## src/rtl/bk_multiword_add_seq_if.sv

```systemverilog
// Operand/result handshake bundle for bk_multiword_add_seq.
// Optional macro BK_SUB_EN adds the in_sub request line.
interface bk_multiword_add_seq_if #(
  parameter int unsigned NWORDS = 4
);
  localparam int unsigned W = 32 * NWORDS;

  logic         in_valid;
  logic         in_ready;
  logic [W-1:0] in_a;
  logic [W-1:0] in_b;
  logic         in_cin;
`ifdef BK_SUB_EN
  logic         in_sub;
`endif
  logic         out_valid;
  logic         out_ready;
  logic [W-1:0] out_sum;
  logic         out_cout;

`ifdef BK_SUB_EN
  modport master (
    output in_valid, in_a, in_b, in_cin, in_sub, out_ready,
    input  in_ready, out_valid, out_sum, out_cout
  );
  modport slave (
    input  in_valid, in_a, in_b, in_cin, in_sub, out_ready,
    output in_ready, out_valid, out_sum, out_cout
  );
`else
  modport master (
    output in_valid, in_a, in_b, in_cin, out_ready,
    input  in_ready, out_valid, out_sum, out_cout
  );
  modport slave (
    input  in_valid, in_a, in_b, in_cin, out_ready,
    output in_ready, out_valid, out_sum, out_cout
  );
`endif
endinterface

```

## src/rtl/bk_multiword_add_seq.sv

```systemverilog
// Sequential multi-precision adder: one 32-bit limb per clock through a
// single Brent-Kung core, limb carry rippled through a register.
// Optional macro BK_SUB_EN enables A-B via inverted B and carry-in of 1.

// 32-bit Brent-Kung prefix adder core (purely combinational).
module bk_add32 (
  input  logic [31:0] a,
  input  logic [31:0] b,
  input  logic        cin,
  output logic [31:0] sum,
  output logic        cout
);
  logic [31:0] g;
  logic [31:0] p;
  logic [31:0] gg;
  logic [31:0] pp;

  // Up-sweep then down-sweep prefix tree; gg[i] becomes the carry out of bit i.
  always_comb begin
    g  = a & b;
    p  = a ^ b;
    gg = g;
    pp = p;
    // Fold carry-in into bit 0 so every prefix already includes it.
    gg[0] = g[0] | (p[0] & cin);
    for (int unsigned d = 0; d < 5; d++) begin
      for (int unsigned i = (2 << d) - 1; i < 32; i += (2 << d)) begin
        gg[5'(i)] = gg[5'(i)] | (pp[5'(i)] & gg[5'(i - (1 << d))]);
        pp[5'(i)] = pp[5'(i)] & pp[5'(i - (1 << d))];
      end
    end
    for (int unsigned k = 0; k < 4; k++) begin
      for (int unsigned i = (2 << (3 - k)) + (1 << (3 - k)) - 1; i < 32;
           i += (2 << (3 - k))) begin
        gg[5'(i)] = gg[5'(i)] | (pp[5'(i)] & gg[5'(i - (1 << (3 - k)))]);
        pp[5'(i)] = pp[5'(i)] & pp[5'(i - (1 << (3 - k)))];
      end
    end
  end

  assign sum  = p ^ {gg[30:0], cin};
  assign cout = gg[31];
endmodule

module bk_multiword_add_seq #(
  parameter int unsigned NWORDS = 4
) (
  input  logic                     clk,
  input  logic                     rst_n,
  bk_multiword_add_seq_if.slave    bus,
  output logic                     busy
);
  localparam int unsigned W  = 32 * NWORDS;
  localparam int unsigned CW = (NWORDS > 1) ? $clog2(NWORDS) : 1;

  typedef enum logic [1:0] {IDLE, ADD, DONE} state_t;

  state_t        state;
  logic [W-1:0]  a_reg;
  logic [W-1:0]  b_reg;
  logic [W-1:0]  res;
  logic          carry;
  logic [CW-1:0] cnt;
  logic          in_ready_q;
  logic          out_valid_q;
  logic          sub;

  logic [31:0]   core_b;
  logic [31:0]   core_sum;
  logic          core_cout;

`ifdef BK_SUB_EN
  assign core_b = sub ? ~b_reg[31:0] : b_reg[31:0];
`else
  assign core_b = b_reg[31:0];
`endif

  bk_add32 core (
    .a    (a_reg[31:0]),
    .b    (core_b),
    .cin  (carry),
    .sum  (core_sum),
    .cout (core_cout)
  );

  assign bus.in_ready  = in_ready_q;
  assign bus.out_valid = out_valid_q;
  assign bus.out_sum   = res;
  assign bus.out_cout  = carry;

  // Control FSM with registered handshake outputs and the limb datapath.
  always_ff @(posedge clk or negedge rst_n) begin
    if (!rst_n) begin
      state       <= IDLE;
      in_ready_q  <= 1'b1;
      out_valid_q <= 1'b0;
      busy        <= 1'b0;
      cnt         <= '0;
      carry       <= 1'b0;
      sub         <= 1'b0;
      a_reg       <= '0;
      b_reg       <= '0;
      res         <= '0;
    end else begin
      case (state)
        IDLE: begin
          if (bus.in_valid && in_ready_q) begin
            a_reg      <= bus.in_a;
            b_reg      <= bus.in_b;
            cnt        <= '0;
            in_ready_q <= 1'b0;
            busy       <= 1'b1;
            state      <= ADD;
`ifdef BK_SUB_EN
            sub        <= bus.in_sub;
            carry      <= bus.in_sub ? 1'b1 : bus.in_cin;
`else
            sub        <= 1'b0;
            carry      <= bus.in_cin;
`endif
          end
        end
        ADD: begin
          // New limb enters at the top; after NWORDS shifts limb k is at 32k.
          res   <= (res >> 32) | (W'(core_sum) << (W - 32));
          carry <= core_cout;
          a_reg <= a_reg >> 32;
          b_reg <= b_reg >> 32;
          cnt   <= cnt + 1'b1;
          if (cnt == CW'(NWORDS - 1)) begin
            state       <= DONE;
            out_valid_q <= 1'b1;
          end
        end
        DONE: begin
          if (bus.out_ready) begin
            state       <= IDLE;
            out_valid_q <= 1'b0;
            in_ready_q  <= 1'b1;
            busy        <= 1'b0;
          end
        end
        default: state <= IDLE;
      endcase
    end
  end
endmodule

```

## src/flat_wrapper.sv

```systemverilog
// flat-port wrapper written by rule: the top's interface ports become plain ports
module bk_multiword_add_seq_flat 
#(
  parameter int unsigned NWORDS = 4
)
  (clk, rst_n, busy, bus_in_valid, bus_in_a, bus_in_b, bus_in_cin, bus_out_ready, bus_in_ready, bus_out_valid, bus_out_sum, bus_out_cout);
  bk_multiword_add_seq_if #(.NWORDS(NWORDS)) bus_i ();
  input  logic clk;
  input  logic rst_n;
  output logic busy;
  input wire logic [$bits(bus_i.in_valid)-1:0] bus_in_valid;
  input wire logic [$bits(bus_i.in_a)-1:0] bus_in_a;
  input wire logic [$bits(bus_i.in_b)-1:0] bus_in_b;
  input wire logic [$bits(bus_i.in_cin)-1:0] bus_in_cin;
  input wire logic [$bits(bus_i.out_ready)-1:0] bus_out_ready;
  output wire logic [$bits(bus_i.in_ready)-1:0] bus_in_ready;
  output wire logic [$bits(bus_i.out_valid)-1:0] bus_out_valid;
  output wire logic [$bits(bus_i.out_sum)-1:0] bus_out_sum;
  output wire logic [$bits(bus_i.out_cout)-1:0] bus_out_cout;
  assign bus_i.in_valid = bus_in_valid;
  assign bus_i.in_a = bus_in_a;
  assign bus_i.in_b = bus_in_b;
  assign bus_i.in_cin = bus_in_cin;
  assign bus_i.out_ready = bus_out_ready;
  assign bus_in_ready = bus_i.in_ready;
  assign bus_out_valid = bus_i.out_valid;
  assign bus_out_sum = bus_i.out_sum;
  assign bus_out_cout = bus_i.out_cout;
  bk_multiword_add_seq #(.NWORDS(NWORDS)) u_core (.clk(clk), .rst_n(rst_n), .bus(bus_i), .busy(busy));
endmodule
```

## config.mk

```make
export PLATFORM = sky130hd
export DESIGN_NAME = bk_multiword_add_seq_flat
export DESIGN_NICKNAME = d
export VERILOG_FILES = /design/src/rtl/bk_multiword_add_seq_if.sv /design/src/rtl/bk_multiword_add_seq.sv /design/src/flat_wrapper.sv
export SDC_FILE = /design/constraint.sdc
export NUM_CORES = 1
export LEC_CHECK = 0
export CAP_MARGIN = 20
export CORE_MARGIN = 2
export CORE_UTILIZATION = 45
export CTS_CLUSTER_DIAMETER = 30
export DETAILED_ROUTE_END_ITERATION = 10
export GPL_ROUTABILITY_DRIVEN = 0
export PLACE_DENSITY_LB_ADDON = 0.15
export SYNTH_ARGS = -nofsm -noshare
export SYNTH_HDL_FRONTEND = slang
export SYNTH_SLANG_ARGS = --single-unit
```

## constraint.sdc

```tcl
create_clock -name clk -period 2.6 [get_ports clk]
set_input_delay 0.26 -clock clk [delete_from_list [all_inputs] [get_ports clk]]
set_output_delay 0.26 -clock clk [all_outputs]
set_load 0.02 [all_outputs]
```

==> results of run 1 <==
-- metrics by stage --
| stage | worst slack [ps] | std cells |
|---|---|---|
| 6_report | -286 | 3042 |
| 5_1_grt | -437 | 3039 |
| 4_1_cts | -278 | 3031 |
| 3_5_place_dp | -412 | 2872 |
| 3_3_place_gp | -315 | 2872 |
| 2_1_floorplan | -173 | 2032 |
-- cells by family (layout without fill, tap and decap cells) --
| kind of cell | after synthesis | count (layout) |
|---|---|---|
| flops | 392 | 392 |
| compound gates | 275 | 275 |
| fa+ha+maj | 48 | 48 |
| simple gates | 1144 | 1144 |
| other cells | 0 | 10 |
| xor+xnor | 15 | 15 |
| buf+inv | 158 | 640 |
-- where the power goes --
group          internal, uW  switching [uW]
combinational           371             199
clock                  7860            3390
sequential             6120               0
total                 14400            3590
-- final timing paths --
kind,cells past startpoint,slack [ps],end
max in group asynchronous,3,1430,u_core.bus.out_cout
min in group asynchronous,2,280,u_core.bus.out_sum[0]
setup / recovery,14,-290,u_core.bus.out_sum[115]
hold / removal,3,200,u_core.b_reg[109]
setup reg to reg,14,-290,u_core.bus.out_sum[115]
hold reg to reg,2,470,u_core.bus.out_sum[16]
-- cell usage in the layout, fill, tap and decap left out, types with 3 or more instances in the layout --
master / netlist / routed
clkbuf_1: 60 / 11
clkdlybuf4s50_1: 0 / 391
o21ai_2: 0 / 4
nor2_1: 203 / 202
clkinv_2: 0 / 12
o21ai_0: 47 / 35
xnor2_1: 10 / 4
buf_12: 0 / 24
clkbuf_8: 0 / 13
inv_6: 0 / 4
clkinv_4: 0 / 5
diode_2: 0 / 10
o21ai_1: 1 / 9
inv_1: 20 / 17
o211ai_1: 3 / 3
ha_1: 31 / 31
a21oi_1: 29 / 29
inv_2: 1 / 4
nand2_1: 865 / 864
fa_2: 0 / 13
buf_4: 13 / 45
bufinv_16: 0 / 14
a21o_1: 4 / 4
dfrtp_1: 391 / 390
xor2_1: 5 / 5
clkinvlp_4: 0 / 8
clkbuf_16: 0 / 87
xnor2_2: 0 / 6
nand3_1: 66 / 66
fa_1: 17 / 4
a31oi_1: 181 / 181
-- repair_timing --
action / CTS / global route
endpoints found under the setup margin: 23 / 24
hold endpoints to repair: 71 / 0
setup buffers: 2 / 3
hold buffers: 1 / 0
resized for setup: 10 / 23
pin swaps: 13 / 11
-- area by class of cell --
type | instances | area (sq um) | area share (%)
inverter | 21 | 78.8 | 0.310
tap | 518 | 648 | 2.55
antenna | 10 | 25.0 | 0.0983
sequential | 392 | 9810 | 38.5
clock buffer | 111 | 2400 | 9.42
timing repair buffer | 463 | 4770 | 18.7
clock inverter | 45 | 652 | 2.56
multi-input combinational | 1482 | 7080 | 27.8
-- worst reg2reg max path, delay by kind of cell, from the launching register on --
family	cells	cell delay, ps
DFF	1	400
buffers and inverters	3	290
AOI/OAI and AO/OA	6	940
and+or+nand+nor	1	60
xor gates and xnor gates	1	160
adders and majority gates	3	930
-- metal layers --
metal	GRT usage, %	vias to the layer above	routed length (um)
li1	-	7496	-
met1	34.2	7541	22500
met2	42.1	497	25700
met3	6.57	86	3610
met4	9.37	12	1240
met5	0	-	78
==> flow_summary.json, run 1 <==
{
  "status": "finished with violations",
  "violations": "setup timing",
  "clk_pin_slew_ps": 50,
  "layout-drive-gt1-share_pct": 10.2,
  "viasPerCell": 5.14,
  "slew_violations": 0,
  "synth_top_family_by_area": "simple AND/OR/NAND/NOR gates",
  "max_freq_mhz": 347,
  "drc_errors": 0,
  "post_dp_cell_area_sq_mm": 0.0222,
  "synthSimpleGateAreaFrac_pct": 25.3,
  "worstSetupEndpointType": "register",
  "fin_total_pwr_uw": 17900,
  "synth_top_area_share_pct": 56.1,
  "groute.usage.overall_pct": 26.1,
  "holdWs_ps": 203,
  "clock_latency_ps": 580,
  "final_util_pct": 66.2,
  "finalCritPeriodShare_pct": 111,
  "num_rows": 72,
  "fin_crit_ps": 2890,
  "start_util_pct": 45.3,
  "crit_start": "u_core.bus.out_cout",
  "ys_types": 40,
  "critPathLaunchType": "register",
  "syn_area_sq_mm": 0.0174,
  "synth_compound_area_share_pct": 9.45,
  "cts.htree.levels": 3,
  "fin_nets": 2754,
  "drt_iter0_markers": 980,
  "final_area_sq_mm": 0.0255,
  "area_growth_syn_to_layout_pct": 45.9,
  "synthMuxAreaShare_pct": 0,
  "antenna_left": 0,
  "finalSetupViolations": 20,
  "clkSinkCount": 392,
  "crit_required_ps": 3050,
  "core_area_sq_mm": 0.0385,
  "cp.arrival_ps": 3330,
  "grt_max_degree": 117,
  "grt_pass1_vias": 15800,
  "yosysTopAreaCell": "dfrtp_1",
  "grt_setup_unrepaired": "yes",
  "synthTopCellsByCount": "865 x nand2_1, 391 x dfrtp_1, 203 x nor2_1",
  "root_buffer": "clkbuf_16",
  "r2r_start": "u_core.bus.out_cout",
  "crit_family": "compound AO/OA/AOI/OAI gates",
  "hp-class": "primary input to register",
  "ys_seq_area_share_pct": 56.2,
  "grt_pass1_wl_um": 83900,
  "synthFlopType": "dfrtp_1",
  "syn_nets": 2341,
  "vias": 15600,
  "yosysMostFrequentCell": "nand2_1",
  "num_io_pins": 393,
  "grt_overflow": 0,
  "p_per_area_mw_per_mm2": 705,
  "max-clock-path-buffers": 3,
  "wl_um": 53000,
  "die_width_um": 201,
  "avgSynthCellArea_sq_um": 8.58,
  "first_pass_iters": 5,
  "dieArea_sq_mm": 0.0404,
  "syn_inst": 2032,
  "ir_drop_mv": 0.413,
  "cp_num_buf_inv": 3,
  "tns_ps": -3520,
  "path_cells": "inv_2 -> fa_2 -> inv_2 -> fa_2 -> a211oi_2 -> o21ai_2 -> o211ai_1 -> buf_4 -> nand2_2 -> a21o_1 -> a21o_1 -> fa_2 -> xnor2_2 -> o21ai_1",
  "relSlewSlack_pct": 49.7,
  "drv_cap": 0,
  "power.leakage_uw": 0.0120,
  "dp.final_hpwl_um": 37400,
  "avgRoutedWirePerCell_um": 17.4,
  "yosysWarnings": 0,
  "worstMarginPinSlew_ps": 755,
  "n_fill_cell": 3126,
  "hold_violations": 0,
  "cpPeakStageDelay_ps": 400,
  "async_flop_share_pct": 100,
  "ys_seq_elements": 392,
  "slowest_stage": "dfrtp_2",
  "worstHoldStart": "bus_in_b[109]",
  "synth_area_leaders": "dfrtp_1 56%, nand2_1 19%, a31oi_1 6.5%",
  "cts_tree": "built",
  "critPathMaxFanout": 3,
  "antenna_found_initial": 15,
  "die_h_um": 201,
  "synthAdderAreaFrac_pct": 4.17,
  "portBuffers": 392,
  "synth-xor-area-share_pct": 0.753,
  "critical_path_class": "register to register",
  "crit_top_cell": "fa_2",
  "fin_skew_ps": 15.4,
  "layout_setup_ws_ps": -286,
  "synth_edf_count": 0,
  "tritoncts.num_buffers": 85
}
Power figures use the tool's default switching activity.
==> run 2, diff against run 1 <==
--- a/config.mk
+++ b/config.mk
@@ -11,7 +11,7 @@
 export CTS_CLUSTER_DIAMETER = 30
 export DETAILED_ROUTE_END_ITERATION = 10
 export GPL_ROUTABILITY_DRIVEN = 0
-export PLACE_DENSITY_LB_ADDON = 0.15
+export PLACE_DENSITY = 0.78
 export SYNTH_ARGS = -nofsm -noshare
 export SYNTH_HDL_FRONTEND = slang
 export SYNTH_SLANG_ARGS = --single-unit
==> run 2 against run 1 <==
  * Highest routed layer unchanged
  * First-iteration DRC count grew 15%
  * Largest power group unchanged
  * Largest cell class unchanged
  * Non-clock buffer count grew 1
  * The run still ends with setup timing left
  * Register-to-register slack lost 20 ps
  * Clock skew grew 4.5 ps
==> flow_summary.json, run 2 (synthesis results as in run 1) <==
{
  "clkSinkCount": 392,
  "power.leakage_uw": 0.0119,
  "grt_setup_unrepaired": "yes",
  "layout_setup_ws_ps": -304,
  "whs_path_depth": 3,
  "fin_total_pwr_uw": 17500,
  "rrSetupSlack_ps": -300,
  "drv_cap": 0,
  "layout-drive-gt1-share_pct": 10.3,
  "status": "finished with violations",
  "final_area_sq_mm": 0.0252,
  "crit_required_ps": 3090,
  "max_freq_mhz": 344,
  "clk_pin_slew_ps": 50,
  "start_util_pct": 45.3,
  "seq_area_sq_mm": 0.00981,
  "hold_violations": 0,
  "critPathLaunchType": "register",
  "grt_max_degree": 117,
  "hp-class": "primary input to register",
  "holdWs_ps": 203,
  "groute.usage.overall_pct": 26.8,
  "antenna_found_initial": 13,
  "relSlewSlack_pct": 44.6,
  "final_common_cell": "nand2_1",
  "first_pass_iters": 5,
  "finalSetupViolations": 23,
  "mostFrequentLayoutCells": "864 x nand2_1, 391 x clkdlybuf4s50_1, 390 x dfrtp_1",
  "fin_nets": 2752,
  "r2r_end": "u_core.bus.out_sum[115]",
  "worstMarginPinSlew_ps": 832,
  "area_growth_syn_to_layout_pct": 44.7,
  "ir_drop_mv": 0.422,
  "violations": "setup timing",
  "num_io_pins": 393,
  "root_buffer": "clkbuf_16",
  "antenna_left": 0,
  "worstHoldStart": "bus_in_b[121]",
  "dieArea_sq_mm": 0.0404,
  "r2r_start": "u_core.bus.out_cout",
  "clock_latency_ps": 580,
  "max-clock-path-buffers": 3,
  "fin_crit_ps": 2900,
  "cp.arrival_ps": 3400,
  "grt_overflow": 0,
  "avgRoutedWirePerCell_um": 18.0,
  "slew_violations": 0,
  "critical_path_class": "register to register",
  "hold_end": "u_core.b_reg[121]",
  "finalCritPeriodShare_pct": 112,
  "p_per_area_mw_per_mm2": 692,
  "multi_input_area_sq_mm": 0.00705,
  "critPathMaxFanout": 3,
  "fin_skew_ps": 19.9,
  "worstSetupEndpointType": "register",
  "portBuffers": 392,
  "vias": 16100,
  "n_fill_cell": 2975,
  "drc_errors": 0,
  "grt_pass1_vias": 16000,
  "dp.final_hpwl_um": 38100,
  "cts.htree.levels": 3,
  "drt_iter0_markers": 1126,
  "post_dp_cell_area_sq_mm": 0.0222,
  "cts_tree": "built",
  "dp_slack_ps": -390,
  "viasPerCell": 5.30,
  "die_width_um": 201,
  "die_h_um": 201,
  "num_rows": 72,
  "grt_pass1_wl_um": 85400,
  "core_area_sq_mm": 0.0385,
  "tritoncts.num_buffers": 82,
  "reg2regPathDepth": 14,
  "wl_um": 54700
}
## run 2: cell count changes in the layout (fill, tap and decap cells not counted), sizes merged
cell / before / now
clkinvlp: 8 / 13
inv: 25 / 31
bufinv: 14 / 10
clkinv: 19 / 20
buf: 71 / 72
clkbuf: 111 / 99
## run 2: per-layer routing
layer | global-route usage (%) | vias up | wire length (um) | part of all wire (%)
li1 | - | 7494 | - | -
met1 | 33.9 | 7853 | 22100 | 40
met2 | 44.3 | 638 | 27300 | 50
met3 | 5.08 | 121 | 3380 | 6.2
met4 | 13.1 | 6 | 1950 | 3.6
met5 | 0 | - | 41 | 0.075
## run 2: how the worst max path moves through the flow
stage | from | end | slack (ps) | cells after the start
after global routing | u_core.bus.out_cout | u_core.bus.out_sum[115] | -500 | 14
after CTS | u_core.bus.out_cout | u_core.bus.out_sum[115] | -250 | 14
after floorplan | u_core.bus.out_cout | u_core.bus.out_sum[127] | -170 | 13
after detailed placement | u_core.bus.out_cout | u_core.bus.out_sum[122] | -390 | 14
final | u_core.bus.out_cout | u_core.bus.out_sum[115] | -300 | 14
after global placement | u_core.bus.out_cout | u_core.bus.out_sum[122] | -330 | 14
## run 2: through the flow
stage	instances	util, %	setup TNS (ps)
6_report	3039	65.6	-4000
5_1_grt	3038	65.6	-8450
4_1_cts	3029	65.5	-3210
3_5_place_dp	2872	57.7	-5410
3_3_place_gp	2872	57.7	-3780
2_1_floorplan	2032	-	-1760
## run 2: final cells by class
class,count,area share [%]
Antenna cell,10,0.0992
Clock buffer,99,8.99
Clock inverter,53,2.51
Inverter,21,0.312
Multi-Input combinational cell,1482,27.9
Sequential cell,392,38.9
Tap cell,518,2.57
Timing Repair Buffer,464,18.7
## run 2: what timing repair did
item,CTS,global route
hold endpoints to repair,75,0
hold buffers,1,0
gates resized for setup,22,8
endpoints found under the setup margin,23,25
buffers inserted,4,0
pin swaps,12,7
cloned,0,0
## run 2: critical path: stages, from the launching register on
cell and delay [ps]:
dfrtp_2 400, inv_2 70, fa_1 180, inv_2 40
fa_2 360, a211oi_2 210, o21ai_2 90, o211ai_1 210
buf_4 180, nand2_2 80, a21o_1 190, a21o_1 160
fa_2 360, xnor2_2 150, o21ai_1 140
## run 2: where the power goes
group          switching, uW  internal, uW  total (uW)
clock network           3520          7250       10800
logic                    201           378         579
registers                  0          6120        6120
==> run 3, diff against run 2 <==
--- a/config.mk
+++ b/config.mk
@@ -10,8 +10,8 @@
 export CORE_UTILIZATION = 45
 export CTS_CLUSTER_DIAMETER = 30
 export DETAILED_ROUTE_END_ITERATION = 10
-export GPL_ROUTABILITY_DRIVEN = 0
 export PLACE_DENSITY = 0.78
+export SLEW_MARGIN = 20
 export SYNTH_ARGS = -nofsm -noshare
 export SYNTH_HDL_FRONTEND = slang
 export SYNTH_SLANG_ARGS = --single-unit
==> results of run 3 <==
Same layout as run 2: the final DEF is identical, and so are final timing and power.
